File: src/rtl/inst_fetch_aligner_if.sv
// Fetch/decode bundle between memory, the instruction aligner and decode.
// Latency: n/a (signal bundle only).
// Backpressure: mem_ready throttles memory; out_ready throttles the aligner.
interface inst_fetch_aligner_if;
    logic [31:0] fetch_addr;
    logic        mem_valid;
    logic [31:0] mem_data;
    logic        mem_ready;
    logic        out_valid;
    logic        out_ready;
    logic [31:0] out_inst;
    logic [31:0] out_pc;
    logic        flush;
    logic [31:0] flush_pc;

    // aligner side
    modport master (
        output fetch_addr, mem_ready, out_valid, out_inst, out_pc,
        input  mem_valid, mem_data, out_ready, flush, flush_pc
    );

    // memory/decode/redirect side
    modport slave (
        input  fetch_addr, mem_ready, out_valid, out_inst, out_pc,
        output mem_valid, mem_data, out_ready, flush, flush_pc
    );
endinterface

File: src/rtl/inst_fetch_aligner.sv
// Splits word-aligned 32-bit fetch data into 16/32-bit instructions with PCs.
// Latency: first instruction valid the cycle after the first accepted word.
// Backpressure: mem_ready drops when 3+ halfwords are queued; out_valid ignores out_ready.
module inst_fetch_aligner #(
    parameter logic [31:0] RESET_PC = 32'h0000_0000
) (
    input  logic            clk,
    input  logic            rst,
    inst_fetch_aligner_if.master bus
);
    localparam logic [31:0] NOP = 32'h0000_0033;

    // halfword queue, head at hb_q[0]
    logic [3:0][15:0] hb_q, hb_d;
    logic [2:0]       cnt_q, cnt_d;
    logic [31:0]      pc_q, pc_d;
    logic [31:0]      fa_q, fa_d;
    logic             skip_q, skip_d;

    logic       compressed;
    logic       has_insn;
    logic       accept;
    logic       consume;
    logic [1:0] pop_n;
    logic [2:0] base;
    logic [1:0] idx;

    assign compressed = (hb_q[0][1:0] != 2'b11);
    // a 32-bit head with only its low half queued is the straddle wait
    assign has_insn   = compressed ? (cnt_q >= 3'd1) : (cnt_q >= 3'd2);

    assign bus.out_valid  = !bus.flush && has_insn;
    assign bus.out_inst   = !bus.out_valid ? NOP :
                            compressed     ? {16'h0000, hb_q[0]} : {hb_q[1], hb_q[0]};
    assign bus.out_pc     = pc_q;
    assign bus.fetch_addr = fa_q;
    assign bus.mem_ready  = (cnt_q <= 3'd2) && !bus.flush;

    assign accept  = bus.mem_valid && bus.mem_ready;
    assign consume = bus.out_valid && bus.out_ready;
    assign pop_n   = !consume ? 2'd0 : (compressed ? 2'd1 : 2'd2);

    // next state: pop the consumed instruction, push accepted halves behind it; flush wins
    always_comb begin
        hb_d   = hb_q;
        cnt_d  = cnt_q;
        pc_d   = pc_q;
        fa_d   = fa_q;
        skip_d = skip_q;
        base   = cnt_q - {1'b0, pop_n};
        idx    = base[1:0];

        case (pop_n)
            2'd1:    hb_d = {hb_q[3], hb_q[3:1]};
            2'd2:    hb_d = {hb_q[3:2], hb_q[3:2]};
            default: hb_d = hb_q;
        endcase
        pc_d  = pc_q + {29'd0, pop_n, 1'b0};
        cnt_d = base;

        if (accept) begin
            fa_d = fa_q + 32'd4;
            if (skip_q) begin
                // redirect landed on the upper half: drop the lower one
                hb_d[idx] = bus.mem_data[31:16];
                cnt_d     = base + 3'd1;
                skip_d    = 1'b0;
            end else begin
                hb_d[idx]        = bus.mem_data[15:0];
                hb_d[idx + 2'd1] = bus.mem_data[31:16];
                cnt_d            = base + 3'd2;
            end
        end

        if (bus.flush) begin
            hb_d   = hb_q;
            cnt_d  = 3'd0;
            pc_d   = bus.flush_pc & ~32'd1;
            fa_d   = bus.flush_pc & ~32'd3;
            skip_d = bus.flush_pc[1];
        end
    end

    // state registers with asynchronous reset to the boot PC
    always_ff @(posedge clk or negedge rst) begin
        if (!rst) begin
            hb_q   <= '0;
            cnt_q  <= 3'd0;
            pc_q   <= RESET_PC & ~32'd1;
            fa_q   <= RESET_PC & ~32'd3;
            skip_q <= RESET_PC[1];
        end else begin
            hb_q   <= hb_d;
            cnt_q  <= cnt_d;
            pc_q   <= pc_d;
            fa_q   <= fa_d;
            skip_q <= skip_d;
        end
    end
endmodule

File: src/flat_wrapper.sv
// flat-port wrapper written by rule: the top's interface ports become plain ports
module inst_fetch_aligner_flat 
#(
    parameter logic [31:0] RESET_PC = 32'h0000_0000
)
  (clk, rst, bus_fetch_addr, bus_mem_ready, bus_out_valid, bus_out_inst, bus_out_pc, bus_mem_valid, bus_mem_data, bus_out_ready, bus_flush, bus_flush_pc);
  inst_fetch_aligner_if bus_i ();
  input  logic clk;
  input  logic rst;
  output wire logic [$bits(bus_i.fetch_addr)-1:0] bus_fetch_addr;
  output wire logic [$bits(bus_i.mem_ready)-1:0] bus_mem_ready;
  output wire logic [$bits(bus_i.out_valid)-1:0] bus_out_valid;
  output wire logic [$bits(bus_i.out_inst)-1:0] bus_out_inst;
  output wire logic [$bits(bus_i.out_pc)-1:0] bus_out_pc;
  input wire logic [$bits(bus_i.mem_valid)-1:0] bus_mem_valid;
  input wire logic [$bits(bus_i.mem_data)-1:0] bus_mem_data;
  input wire logic [$bits(bus_i.out_ready)-1:0] bus_out_ready;
  input wire logic [$bits(bus_i.flush)-1:0] bus_flush;
  input wire logic [$bits(bus_i.flush_pc)-1:0] bus_flush_pc;
  assign bus_fetch_addr = bus_i.fetch_addr;
  assign bus_mem_ready = bus_i.mem_ready;
  assign bus_out_valid = bus_i.out_valid;
  assign bus_out_inst = bus_i.out_inst;
  assign bus_out_pc = bus_i.out_pc;
  assign bus_i.mem_valid = bus_mem_valid;
  assign bus_i.mem_data = bus_mem_data;
  assign bus_i.out_ready = bus_out_ready;
  assign bus_i.flush = bus_flush;
  assign bus_i.flush_pc = bus_flush_pc;
  inst_fetch_aligner #(.RESET_PC(RESET_PC)) u_core (.clk(clk), .rst(rst), .bus(bus_i));
endmodule
File: config.mk
export PLATFORM = sky130hd
export DESIGN_NAME = inst_fetch_aligner_flat
export DESIGN_NICKNAME = d
export VERILOG_FILES = /design/src/rtl/inst_fetch_aligner_if.sv /design/src/rtl/inst_fetch_aligner.sv /design/src/flat_wrapper.sv
export SDC_FILE = /design/constraint.sdc
export NUM_CORES = 1
export LEC_CHECK = 0
export ABC_AREA = 1
export BUFFER_PORTS_ARGS = -buffer_cell sky130_fd_sc_hd__buf_2
export CORE_UTILIZATION = 35
export CTS_CLUSTER_SIZE = 16
export DETAILED_ROUTE_END_ITERATION = 8
export PLACE_DENSITY = 0.51
export SLEW_MARGIN = 10
export SYNTH_ARGS = -nofsm -noshare
export SYNTH_HDL_FRONTEND = slang
export SYNTH_SLANG_ARGS = --single-unit
File: constraint.sdc
create_clock -name clk -period 6.83 [get_ports clk]
set_clock_uncertainty 0.05 [all_clocks]
set_input_delay 1.366 -clock clk [delete_from_list [all_inputs] [get_ports clk]]
set_output_delay 1.366 -clock clk [all_outputs]
set_load 0.005 [all_outputs]
=== After elaboration in Yosys (flattened, before gate mapping) ===
Cells that the tools add are included.
Widths: inputs -> output; s select.

* Magnitude comparators: 7
* Add/subtract/negate cells: 6
* Reduce and logical (&&, ||, !) cells: 8
* Muxes and demuxes: 23
* Equality and inequality tests: 3

{| class="wikitable"
|+ Operators with widths
! operator !! number
|-
| $bwmux 64 || 3
|-
| $mux 32 || 5
|-
| $mux 64 || 2
|-
| $pmux 48 s2 || 1
|-
| $demux 16 s2 || 2
|-
| $add 32x3->32 || 1
|-
| $add 32x3->32 const B || 1
|-
| $mux 16 || 2
|-
| $mux 3 || 3
|-
| $logic_and 1x1->1 || 6
|-
| $lt 2x3->1 const B || 2
|-
| $ge 2x1->1 const B || 2
|-
| $mux 2 || 2
|-
| $add 3x1->3 const B || 1
|-
| $add 3x2->3 const B || 1
|-
| $ge 3x1->1 const B || 1
|-
| $ge 3x2->1 const B || 1
|-
| $le 3x2->1 const B || 1
|-
| $mux 1 || 3
|-
| $sub 3x2->3 || 1
|-
| $add 2x1->2 const B || 1
|-
| $eq 2x1->1 const B || 1
|-
| $eq 2x2->1 const B || 1
|-
| $ne 2x2->1 const B || 1
|-
| 2 further kinds || 2
|}

* Output and inout bits: 98
* Register bits after elaboration: 132

=== Logic depth before layout (Yosys ltp) ===
* Depth in word-level cells: 14
* Depth in mapped cells: 18

=== Least setup slack after synthesis ===
OpenSTA, ideal clock, no wires.

* Kind: input to register
* From: in bus_flush
* To: reg u_core.hb_q[52] (netlist name)
* Stages: 14
* Arrival: 3745 ps
* Setup slack: 2907 ps
* Path through: buf_4 > inv_6 > nand3_4 > nor2_8 > buf_6 > ha_1 > fa_1 > inv_1 > ha_1 > buf_2 > a21oi_1 > nor2_4 > buf_4 > mux2_1

* Cells in the longest elaborated chain, start to end: 13

{| class="wikitable"
|+ RTL lines
! element !! RTL line !! source
|-
| start: declaration || flat_wrapper.sv:18 || <nowiki>input wire logic [$bits(bus_i.flush)-1:0] bus_flush;</nowiki>
|-
| $logic_not 1->1 || inst_fetch_aligner.sv:32, inst_fetch_aligner.sv:37 ||
|-
| $logic_and 1x1->1 || inst_fetch_aligner.sv:32 || <nowiki>assign bus.out_valid = !bus.flush && has_insn;</nowiki>
|-
| $logic_and 1x1->1 || inst_fetch_aligner.sv:40 || <nowiki>assign consume = bus.out_valid && bus.out_ready;</nowiki>
|-
| $mux 2 || inst_fetch_aligner.sv:41 || <nowiki>assign pop_n = !consume ? 2'd0 : (compressed ? 2'd1 : 2'd2);</nowiki>
|-
| $sub 3x2->3 || inst_fetch_aligner.sv:50 || <nowiki>base = cnt_q - {1'b0, pop_n};</nowiki>
|-
| $add 2x1->2, or another cell as far along || inst_fetch_aligner.sv:70 || <nowiki>hb_d[idx + 2'd1] = bus.mem_data[31:16];</nowiki>
|-
| $lt 2x3->1 (not written as such), or another cell as far along || inst_fetch_aligner.sv:70 ||
|-
| $logic_and 1x1->1 (not written as such) or $mux 16 (tied branches) || inst_fetch_aligner.sv:70, inst_fetch_aligner.sv:65, inst_fetch_aligner.sv:69 ||
|-
| $mux 16 (not written as such) or $demux 16 s2 (tied branches) || - ||
|-
| $demux 16 s2 or $bwmux 64 (tied branches) || - ||
|-
| $bwmux 64 || inst_fetch_aligner.sv:70 ||
|-
| $mux 64 || inst_fetch_aligner.sv:63 || <nowiki>if (skip_q) begin</nowiki>
|-
| $mux 64 || inst_fetch_aligner.sv:61 || <nowiki>if (accept) begin</nowiki>
|-
| end signal: assignment || inst_fetch_aligner.sv:87 || <nowiki>hb_q <= '0;</nowiki>
|-
| end signal: assignment || inst_fetch_aligner.sv:93 || <nowiki>hb_q <= hb_d;</nowiki>
|-
| end: declaration || inst_fetch_aligner.sv:14 || <nowiki>logic [3:0][15:0] hb_q, hb_d;</nowiki>
|}

Several ways; a longest one is shown, not always the timed one.
A chain may end at the register's enable or synchronous reset.

=== Worst setup path after layout ===
* From: in bus_out_ready
* To: reg u_core.hb_q[51] (netlist name)

* Cells in the longest elaborated chain, start to end: 11

{| class="wikitable"
|+ RTL lines
! element !! RTL line !! source
|-
| start: declaration || flat_wrapper.sv:17 || <nowiki>input wire logic [$bits(bus_i.out_ready)-1:0] bus_out_ready;</nowiki>
|-
| $logic_and 1x1->1 * || inst_fetch_aligner.sv:40 ||
|-
| $mux 2 * || inst_fetch_aligner.sv:41 ||
|-
| $sub 3x2->3 * || inst_fetch_aligner.sv:50 ||
|-
| $add 2x1->2, or another cell as far along || inst_fetch_aligner.sv:70 ||
|-
| $lt 2x3->1 (not written as such), or another cell as far along || inst_fetch_aligner.sv:70 ||
|-
| $logic_and 1x1->1 (not written as such) or $mux 16 (tied branches) || inst_fetch_aligner.sv:70, inst_fetch_aligner.sv:65, inst_fetch_aligner.sv:69 ||
|-
| $mux 16 (not written as such) or $demux 16 s2 (tied branches) || - ||
|-
| $demux 16 s2 or $bwmux 64 (tied branches) || - ||
|-
| $bwmux 64 || inst_fetch_aligner.sv:70 ||
|-
| $mux 64 * || inst_fetch_aligner.sv:63 ||
|-
| $mux 64 * || inst_fetch_aligner.sv:61 ||
|}

Every way passes the cells marked *; elsewhere a longest branch is shown, timed or not.

==> impl_metrics.env <==
export IMPL_io_pins=167
export IMPL_clkLatencyLatePin_ns=0.43
export IMPL_cts_reportedPaths_clkPinSlew_ns=0.07
export IMPL_leakagePower_uw=0.006127
export IMPL_synthAdderAreaFrac_pct=1.517
export IMPL_crit_top_cell="inv_1"
export IMPL_wl_met2_um=17470
export IMPL_place_congestion=0.9159
export IMPL_r2r_slack_ns=2.57
export IMPL_hold_buffers=0
export IMPL_synth_seq_area_share_pct=32.08
export IMPL_postCtsSetupBuffers=0
export IMPL_dp_slack_ns=1.729
export IMPL_die_h_um=171.6
export IMPL_die_area_um2=29430
export IMPL_synthMuxAreaShare_pct=0.8952
export IMPL_max_slew_margin_rel_pct=28.55
export IMPL_nNetsFinal=1793
export IMPL_gr_total_overflow=0
export IMPL_synth_top_family_by_area="simple AND/OR/NAND/NOR gates"
export IMPL_synth_xor_area_share_pct=2.437
export IMPL_worstSetupPathType="in2reg"
export IMPL_ant_nets=0
export IMPL_ctsResizeCount=0
export IMPL_final_cells=2104
export IMPL_synth_cells=1605
export IMPL_syn_avg_cell_area_um2=6.270
export IMPL_ys_types=45
export IMPL_cts_max_path_buffers=2
export IMPL_highest_layer="met4"
export IMPL_yosys_register_bits=129
export IMPL_dr_first_iter_drc_count=887
export IMPL_ff2ff_path_depth=12
export IMPL_fp_dieW_um=171.6
export IMPL_cp_arrival_ns=4.97
export IMPL_path_cells="buf_2 > nand4_1 > inv_2 > fa_1 > inv_1 > ha_1 > inv_1 > nor2_2 > a21oi_1 > o22ai_1 > mux2_2"
export IMPL_wl_per_cell_um=17.88
export IMPL_min_path_type="reg2reg"
export IMPL_syn_area_um2=10060
export IMPL_grt_start_max_net_pins=100
export IMPL_rows=61
export IMPL_grt_pass1_vias=9986
export IMPL_worst_pin_slew_ns=1.071
export IMPL_final_layout_size_suffix_gt1_share_pct=14.14
export IMPL_start_util_pct=35.93
export IMPL_wl_met3_um=1919
export IMPL_fmax_ghz=0.2156
export IMPL_setup_viol=0
export IMPL_timing_rr_end="u_core.hb_q[51]"
export IMPL_startpoint_type="primary input"
export IMPL_h_tree_depth=4
export IMPL_io_buffers=162
export IMPL_cts_sinks=129
export IMPL_drt_pass1_iter_count=6
export IMPL_met1_length_um=17470
export IMPL_status="complete, no violations"
export IMPL_insertedDiodeCount=0
export IMPL_root_buffer="clkbuf_16"
export IMPL_numCtsBuffers=17
export IMPL_cp_slowest_stage_delay_ns=0.80
export IMPL_cp_end_kind="register"
export IMPL_cellPowerDensity_nw_per_um2=340.7
export IMPL_layout_commonest_cell="nand2_1"
export IMPL_cts_tree="built"
export IMPL_syn2layout_area_growth_pct=15.63
export IMPL_dp_cells=2072
export IMPL_synthSimpleGateAreaFrac_pct=37.34
export IMPL_core_area_um2=28010
export IMPL_hold_viol=0
export IMPL_via_per_inst=5.182
export IMPL_maxCapViolCount=0
export IMPL_synth_compound_area_share_pct=15.29
export IMPL_dp_hpwl_um=25390
export IMPL_routed_wirelength_um=37610
export IMPL_fin_crit_ns=4.637
export IMPL_yosys_warnings=0
export IMPL_setup_slack_ns=2.193
export IMPL_layout_common_cells="nand2_1, buf_2, inv_1"
export IMPL_slew_violations=0
export IMPL_cp_required_ns=7.16
export IMPL_fin_crit_sh_pct=67.90
export IMPL_hold_path_end="u_core.hb_q[54]"
export IMPL_holdPathStages=1
export IMPL_remaining_drc_errors=0
export IMPL_antenna_found_initial=0
export IMPL_path_max_fanout=33
export IMPL_grtUsageTotal_pct=25.85
export IMPL_vias=10900
export IMPL_rsz0062_at_grt="false"
export IMPL_cpMaxStageDelayCell="nor2_2"
export IMPL_vdd_ir_drop_max_mv=0.1838
export IMPL_grt_pass1_wl_um=57590
export IMPL_hold_path_startpoint="u_core.hb_q[54]"
export IMPL_crit_reg2reg_launch="u_core.hb_q[0]"
export IMPL_fin_tns_setup_ns=0
export IMPL_fillCellCount=3076
==> worst max path at each step <==
| stage | start | endpoint | slack (ns) |
|---|---|---|---|
| 3_3_place_gp | bus_flush | u_core.hb_q[55] | 1.74 |
| 4_1_cts | bus_flush | u_core.hb_q[54] | 2.18 |
| 2_1_floorplan | bus_flush | u_core.hb_q[52] | 2.91 |
| 5_1_grt | bus_flush | u_core.hb_q[59] | 1.90 |
| 3_5_place_dp | bus_flush | u_core.hb_q[54] | 1.73 |
| 6_report | bus_out_ready | u_core.hb_q[51] | 2.19 |
==> where the power goes <==
part / switching, uW / leakage (uW) / internal [uW] / total (uW)
clock network: 407 / 0.000283 / 512 / 918
registers: 205 / 0.00161 / 983 / 1190
logic: 1240 / 0.00424 / 618 / 1860
total: 1850 / 0.00613 / 2110 / 3960
==> flip-flops by register name, indices dropped and copies added (netlist names) <==
signal and count:
u_core.hb_q 64, u_core.skip_q 1, u_core.bus.out_pc 31, u_core.bus.fetch_addr 30
u_core.cnt_q 3
==> synthesized netlist by cell type (all sizes together) <==
| library cell | number | area share, % |
|---|---|---|
| clkbuf | 50 | 1.9 |
| or2 | 4 | 0.25 |
| xor2 | 16 | 1.4 |
| nand3b | 3 | 0.22 |
| nand2 | 662 | 25 |
| o21ai | 85 | 4.2 |
| o22ai | 18 | 1.1 |
| buf | 41 | 2.3 |
| o211ai | 24 | 1.8 |
| inv | 164 | 6.2 |
| nor2 | 106 | 4.3 |
| nand3 | 92 | 4.7 |
| xnor2 | 12 | 1.0 |
| nor3 | 20 | 0.99 |
| nand4 | 22 | 1.5 |
| nor3b | 4 | 0.40 |
| a21oi | 42 | 2.1 |
| o31ai | 3 | 0.22 |
| o21bai | 19 | 1.4 |
| o221ai | 3 | 0.26 |
| mux2 | 8 | 0.90 |
| ha | 9 | 1.1 |
| fa | 2 | 0.40 |
| a21o | 1 | 0.075 |
| dfrtp | 129 | 32 |
| a31oi | 64 | 4.0 |
| a21boi | 1 | 0.075 |
| conb | 1 | 0.037 |
==> cells by family after synthesis <==
group	count (synthesis)
AOI/OAI and AO/OA	260
muxes	8
DFF	129
other	1
xor gates and xnor gates	28
buffers and inverters	255
adders and majority gates	11
and+or+nand+nor	913
==> worst max-delay path: cells and delay by family <==
kind	cells	cell delay, ns
AO/OA/AOI/OAI	2	0.31
adder cells (fa/ha/maj)	2	0.85
AND/OR/NAND/NOR	2	0.97
buffers and inverters	4	1.26
multiplexers	1	0.19
==> metrics by stage <==
step	total power (uW)	util, %	hold slack, ns	instance area (um^2)
after floorplan	2458	-	0.4315	10070
after global placement	3031	39.51	0.4534	11070
after detailed placement	3045	39.51	0.4554	11070
after CTS	3978	41.54	0.4704	11640
after global routing	4280	41.54	0.4905	11640
final	3964	41.54	0.4664	11640
==> layer usage <==
metal | global-route usage [%] | up-vias
met4 | 7.337 | 0
met5 | 0 | -
met2 | 43.37 | 367
met1 | 34.74 | 5084
li1 | - | 5407
met3 | 3.083 | 44
==> area by class of cell <==
cell class	instances	area [um^2]	area share, %
clock buffers	17	425.4	3.656
clock inverters	15	145.1	1.247
inverters	164	623.1	5.355
multi-input cells	1223	5803	49.87
flip-flops and latches	129	3229	27.75
well taps	378	473.0	4.065
repair buffers	178	937.1	8.054
Note: power is estimated with default switching activity, not from simulation.
